## config.mk

```make
export PLATFORM = sky130hd
export DESIGN_NAME = rename_regfile
export DESIGN_NICKNAME = d
export VERILOG_FILES = /design/src/rtl/rename_regfile.sv
export SDC_FILE = /design/constraint.sdc
export NUM_CORES = 2
export LEC_CHECK = 0
export CAP_MARGIN = 40
export CORE_MARGIN = 2
export CORE_UTILIZATION = 57
export CTS_CLUSTER_SIZE = 25
export DETAILED_ROUTE_END_ITERATION = 10
export GPL_TIMING_DRIVEN = 0
export PLACE_DENSITY = 0.78
export SETUP_SLACK_MARGIN = 0.1
export SYNTH_ARGS = -nofsm -noshare
export SYNTH_HDL_FRONTEND = slang
export SYNTH_SLANG_ARGS = --single-unit
```

## constraint.sdc

```tcl
create_clock -name clk -period 6.6 [get_ports clk]
set_clock_uncertainty 0.1 [all_clocks]
set_input_delay 1.98 -clock clk [delete_from_list [all_inputs] [get_ports clk]]
set_output_delay 1.98 -clock clk [all_outputs]
set_load 0.1 [all_outputs]
```

## src/rtl/rename_regfile.sv

```systemverilog
// Architectural register file with rename-tag (register status) table.
// Issue reads two operands as value-or-ROB-tag and renames the destination.
// Commit writes the retired value and frees the tag only when the retiring
// instruction is still the newest producer of that register.
module rename_regfile #(
  parameter int XLEN   = 32,
  parameter int REG_AW = 5,
  parameter int ROB_W  = 4
) (
  input  logic              clk,
  input  logic              rst,
  input  logic              rdy,
  input  logic              rollback,
  input  logic [REG_AW:0]   rs1,
  input  logic [REG_AW:0]   rs2,
  input  logic [REG_AW:0]   rd,
  input  logic              issue_sgn,
  input  logic [ROB_W-1:0]  rob_new_entry,
  output logic [ROB_W-1:0]  Qj,
  output logic [ROB_W-1:0]  Qk,
  output logic [XLEN-1:0]   Vj,
  output logic [XLEN-1:0]   Vk,
  input  logic              commit_sgn,
  input  logic [ROB_W-1:0]  rob_entry,
  input  logic [REG_AW:0]   rob_des,
  input  logic [XLEN-1:0]   rob_result
);
  localparam int NREG = 1 << REG_AW;
  localparam int NRD  = 2;
  // All-ones tag is reserved; the ROB never hands it out.
  localparam logic [ROB_W-1:0] NULL_TAG = '1;

  logic [NREG-1:0][XLEN-1:0]  value_q, value_d;
  logic [NREG-1:0][ROB_W-1:0] tag_q,   tag_d;
  logic [NREG-1:0]            busy_q,  busy_d;

  logic [REG_AW-1:0] cidx, ridx;
  logic              commit_wr, issue_wr;

  assign cidx      = rob_des[REG_AW-1:0];
  assign ridx      = rd[REG_AW-1:0];
  // x0 and "no register" encodings never touch state.
  assign commit_wr = commit_sgn && !rob_des[REG_AW] && (cidx != '0);
  assign issue_wr  = issue_sgn && !rd[REG_AW] && (ridx != '0);

  // Read ports: one generated instance per source operand.
  logic [NRD-1:0][REG_AW:0]  rs_all;
  logic [NRD-1:0][ROB_W-1:0] q_all;
  logic [NRD-1:0][XLEN-1:0]  v_all;

  assign rs_all = {rs2, rs1};

  for (genvar p = 0; p < NRD; p++) begin : g_rd
    logic [REG_AW-1:0] idx;
    logic [ROB_W-1:0]  q;
    logic [XLEN-1:0]   v;
    assign idx = rs_all[p][REG_AW-1:0];
    // Value-or-tag lookup on pre-edge state, with same-cycle commit bypass.
    always_comb begin
      q = NULL_TAG;
      v = '0;
      if (!rs_all[p][REG_AW] && (idx != '0)) begin
        if (!busy_q[idx]) begin
          v = value_q[idx];
        end else if (commit_sgn && (rob_entry == tag_q[idx])) begin
          v = rob_result;
        end else begin
          q = tag_q[idx];
        end
      end
    end
    assign q_all[p] = q;
    assign v_all[p] = v;
  end

  assign Qj = q_all[0];
  assign Qk = q_all[1];
  assign Vj = v_all[0];
  assign Vk = v_all[1];

  // Next state: commit first, then rollback or issue override busy/tag.
  always_comb begin
    value_d = value_q;
    tag_d   = tag_q;
    busy_d  = busy_q;
    if (rdy) begin
      // The committing instr is older than any flush, so its value lands.
      if (commit_wr) begin
        value_d[cidx] = rob_result;
        if (tag_q[cidx] == rob_entry) begin
          busy_d[cidx] = 1'b0;
          tag_d[cidx]  = NULL_TAG;
        end
      end
      if (rollback) begin
        busy_d = '0;
        tag_d  = '1;
      end else if (issue_wr) begin
        busy_d[ridx] = 1'b1;
        tag_d[ridx]  = rob_new_entry;
      end
    end
  end

  // State registers; rdy=0 hold is folded into the next-state logic.
  always_ff @(posedge clk) begin
    if (rst) begin
      value_q <= '0;
      tag_q   <= '1;
      busy_q  <= '0;
    end else begin
      value_q <= value_d;
      tag_q   <= tag_d;
      busy_q  <= busy_d;
    end
  end

endmodule

```

# After elaboration in Yosys (flattened, before gate mapping)
# Cells that the tools add are included.
# Widths: inputs -> output; s select.
totals:
  register_bits: 1184
  in_bits: 70
  output_inout_bits: 72
  wordCells: 145
op_classes:
  magnitude_cmp: 6
  eq_ne: 3
  mux: 48
  n_bitwise: 4
  reduce_logical: 19
op_table:
  columns: ["operator", "count"]
  rows:
  - ["$bwmux 1024", 1]
  - ["$mux 128", 5]
  - ["$mux 32", 14]
  - ["$bmux 32 s5", 2]
  - ["$demux 32 s5", 1]
  - ["$bwmux 128", 1]
  - ["$or 128x128->128", 1]
  - ["$bmux 4 s5", 3]
  - ["$mux 4", 11]
  - ["$demux 4 s5", 2]
  - ["$and 32x32->32", 1]
  - ["$not 32->32", 1]
  - ["$or 32x32->32", 1]
  - ["$lt 5x6->1 const B", 4]
  - ["$reduce_bool 5->1", 4]
  - ["$eq 4x4->1", 3]
  - ["$bmux 1 s5", 2]
  - ["$demux 1 s5", 2]
  - ["$ge 5x1->1 const B", 2]
  - ["$logic_and 1x1->1", 10]
  - ["$logic_not 1->1", 4]
  - ["$mux 1", 4]
  - ["$reduce_and 2->1", 1]

# Depth between registers and ports, before layout
depth:
  word_depth: 12
  mapped_depth: 13
  ltp_nobuf: 7

# Worst setup path before layout
# No wires, ideal clock.
synth_timing:
  path_kind: "input -> output"
  start: "input port rs1[0]"
  end: "output port Vj[30]"
  arrival_ps: 5601
  t_required_ps: 4520
  path_slack_ps: -1081
  cell_stages: 10
  path_buffers: 3
  path_cell_list: "buf_4 > buf_4 > mux4_2 > mux4_2 > mux2i_1 > xnor2_1 > nor2_1 > nand4_1 > buf_2 > o22ai_1"
synth_between:
  elab_chain_cells: 7
  elab_cells_between_ends: 13
  classes_between: "eq/ne: 1; mux: 9; reduce/logical: 3"
synth_rtl:
  columns: ["element", "line", "source"]
  rows:
  - ["start: declaration", "14", "input logic [REG_AW:0] rs1,"]
  - ["$bmux 4 s5", "65", "end else if (commit_sgn && (rob_entry == tag_q[idx])) begin"]
  - ["$mux 4 (not written as such)", "65", null]
  - ["$eq 4x4->1", "65", null]
  - ["$logic_and 1x1->1", "65", null]
  - ["$mux 32", "65", null]
  - ["$mux 32", "63", "if (!busy_q[idx]) begin"]
  - ["$mux 32 (*)", "62", "if (!rs_all[p][REG_AW] && (idx != '0)) begin"]
  - ["end: declaration", "21", "output logic [XLEN-1:0] Vj,"]
# Every way passes the cells marked *; elsewhere a longest branch is shown, timed or not. The select of a mux whose other input is x is not followed.

# Final worst setup path
layout_timing:
  start: "input port rs2[1]"
  end: "output port Vk[31]"
layout_between:
  elab_chain_cells: 7
  elab_cells_between_ends: 13
  classes_between: "eq/ne: 1; mux: 9; reduce/logical: 3"
layout_rtl:
  columns: ["element", "line", "source"]
  rows:
  - ["start: declaration", "15", "input logic [REG_AW:0] rs2,"]
  - ["$bmux 4 s5", "65", null]
  - ["$mux 4 (not written as such)", "65", null]
  - ["$eq 4x4->1", "65", null]
  - ["$logic_and 1x1->1", "65", null]
  - ["$mux 32", "65", null]
  - ["$mux 32", "63", null]
  - ["$mux 32 (*)", "62", null]
  - ["end: declaration", "22", "output logic [XLEN-1:0] Vk,"]
# Marks and branches as above.

==> run summary <==
Post-synth ARST share -> 0
Layout area overhead -> 19.00%
Mapped cell area -> 62320 um^2
Initial core utilization -> 0.5733
Routed wire length -> 275.5 mm
Cell variety after synth -> 47
Compound-cell area share of the yosys netlist -> 0.1236
CTS root buf -> clkbuf_16
Crit path time final -> 7161 ps
Total I/O pin count -> 142
Final setup viols -> 66
Worst IR Drop VDD -> 223.0 uV
RSZ-0062 raised after global routing -> yes
WL per Instance -> 31.96 um
Yosys reg bits -> 1184
Violated checks -> DRC, setup timing
Post-Synth XOR/XNOR Area -> 0.0008432
Largest net degree at the start of global routing -> 17
Crit path max fanout -> 10
Status -> finished with violations
DP HPWL -> 213.5 mm
CTS tree -> done
Die width -> 334.7 um
Slew headroom -> 0.2580
Final net count -> 7169
Row cnt -> 121
Die Area -> 112000 um^2
Mux contribution to synthesized area -> 0.2893
Worst path required time -> 4520 ps
Worst Hold Class -> register to register
Post-synth EDFFs -> 0
Synth warn -> 0
Final core utilization -> 0.6823
Antenna violations before repair -> 15
Fmax -> 0.1397 GHz
Number of CTS-inserted buffers -> 133
Clock latency on the worst-skew pair -> 780 ps
Vias in the first global route -> 58.49k
Clk pin slew, worst setup/hold paths -> 60 ps
DRT iter0 DRCs -> 9999
Post-synthesis simple-gate area fraction -> 0.1581
Die height -> 334.7 um
Synthesized instance count -> 6715
Global Route Usage Sum -> 0.4831
1st-pass router iterations -> 11
First-pass GRT wire length -> 389.4 mm
Layout cells sized above 1 -> 0.2045
H-tree Lvls -> 4
Final ANT Viol Nets -> 0
Hold-fix buffers, CTS -> 0
Pwr Density -> 223.1 nW/um^2
PortBufs -> 128
Sequential share of the synthesized area -> 0.3803
Drc violations -> 15
Worst endpoint data arrival time -> 5080 ps
CP Capture Type -> output port
Mapped Nets -> 6785
DP Area -> 68360 um^2
Routability Congestion -> 1.090
P_leak -> 0.02372 uW
Slew Viols, Final -> 0
Setup CP Type -> input port to output port
Overflow left after global routing -> 0
Total via count after detailed routing -> 61.12k
Core ar. -> 108700 um^2
Fill cells -> 8187
Tcrit/Tclk final -> 1.085
Fin worst setup slack -> -560.5 ps
Mapped Avg Cell Area -> 9.281 um^2
Dominant synthesized flop cell -> dfxtp_1
Final TNS setup -> -29720 ps
Startpoint types -> input port
Synth Area in Adders -> 0
Largest family of logic cells by synthesized area -> multiplexers
Tightest Pin Transition -> 1109 ps
# Max-Cap Violations -> 0
Count of final hold-check violations -> 0
Final instance area -> 74160 um^2
Clock sink total -> 1184
Via density per instance -> 7.091
Max clock buf depth -> 3
## cells by family (layout without fill, tap and decap cells)
family          after synthesis  count (layout)
simple gates               2492            2492
compound gates             1429            1429
flops                      1184            1184
mux                         866             866
buf+inv                     738            1217
xor+xnor                      6               6
other cells                   0              12
## per-stage QoR
step           power (uW)  worst slack, ps  cells  hold WS, ps
2_1_floorplan        8122           -273.2   6715        342.9
3_3_place_gp         8677            -3519   8257        347.7
3_5_place_dp         8744            -2534   8400        355.6
4_1_cts             16330           -456.6   8592        362.9
5_1_grt             16730           -562.1   8610        380.9
6_report            16550           -560.5   8620        364.8
## cell usage after synthesis (4+ instances only)
cell type  instances  area, um^2
buf_1             26       97.59
nor2_1           208       780.8
nand3_1           84       420.4
or3_1              5       31.28
and3_1             7       43.79
buf_6              7       78.83
nor3b_1           10       75.07
buf_4             12       90.09
nand3b_1           4       30.03
nand2b_1          11       68.82
mux2i_1          118        1181
o22ai_1          188        1176
a31oi_1           52       325.3
a22o_1             4       35.03
or2_2              4       25.02
nor2b_1           47       294.0
a221o_1            7       70.07
and2_1             7       43.79
a21oi_1         1121        5610
a22oi_1           25       187.7
nand4_1            4       25.02
inv_1             53       198.9
xnor2_1            4       35.03
nor3_1            28       140.1
dfxtp_1         1184       23700
buf_2             93       465.5
mux4_2           748       16850
clkbuf_1         545        2046
a311o_1           19       190.2
nand2_1         2056        7717
## layer usage
metal	global-route usage	part of all wire	routed length [um]	vias to the layer above
li1	-	-	-	24820
met3	0.1753	0.14	39830	1643
met5	0	0.00045	125	-
met4	0.4251	0.11	30510	18
met2	0.7260	0.43	118800	5371
met1	0.5425	0.31	86180	29270
## worst max-delay path: stages
cell and delay (ps):
buf_4 210, buf_6 240, clkbuf_2 280, buf_8 220
buf_2 360, buf_8 230, mux4_2 300, mux4_2 530
mux2i_1 290, o22ai_4 190, buf_12 200
## path summary, 6_finish.rpt
check,startpoint,endpoint,slack (ps),depth (start not counted)
worst max register to register,tag_q[20]$_SDFFE_PP1P_,busy_q[23]$_SDFFE_PP0P_,2610,8
worst min register to register,value_q[469]$_SDFFE_PP0P_,value_q[469]$_SDFFE_PP0P_,360,2
worst max-delay path,rs2[1],Vk[31],-560,11
worst min-delay path,value_q[469]$_SDFFE_PP0P_,value_q[469]$_SDFFE_PP0P_,360,2
## cell type report
class / instances / area (um^2) / area share
multi-input combinational: 4793 / 36880 / 0.4972
tap: 1414 / 1769 / 0.02385
inverter: 54 / 202.7 / 0.002733
clock buffer: 193 / 3993 / 0.05383
clock inverter: 37 / 467.9 / 0.006310
sequential: 1184 / 23700 / 0.3196
antenna: 12 / 30.03 / 0.0004049
buffer: 684 / 3606 / 0.04862
timing repair buffer: 249 / 3517 / 0.04742
## flip-flops by register name, summed over array words and instances (netlist names)
| register | count |
|---|---|
| tag_q | 128 |
| busy_q | 32 |
| value_q | 1024 |
## what timing repair did
action / CTS / global route
gates cloned: 7 / 0
setup endpoints to repair: 72 / 72
buffers inserted: 27 / 13
gates resized for setup: 379 / 16
pin swaps: 21 / 19
## power breakdown
| part | switching, uW | internal [uW] |
|---|---|---|
| clock | 3270 | 4520 |
| combinational | 1110 | 476 |
| sequential | 14.7 | 7160 |
## cells in the final DEF (no fill, tap or decap), types with 12 or more instances in the layout
cell / count
clkbuf_8: 37
clkbuf_2: 39
o22ai_1: 124
a21oi_1: 1120
buf_2: 48
mux2i_2: 25
inv_1: 53
buf_6: 62
buf_16: 13
dfxtp_1: 1184
mux2i_4: 12
clkbuf_16: 141
nor3_1: 28
nor2_1: 206
nor2b_1: 45
diode_2: 12
nand3_1: 79
buf_12: 89
a311o_1: 19
clkbuf_4: 14
a31oi_1: 52
buf_8: 45
clkinv_2: 18
clkdlybuf4s50_1: 56
buf_4: 63
o22ai_4: 64
mux4_2: 748
nand2_1: 2051
mux2i_1: 81
a22oi_1: 24
clkbuf_1: 504
buf_1: 12
No activity file was read; power rests on OpenSTA's default activity.
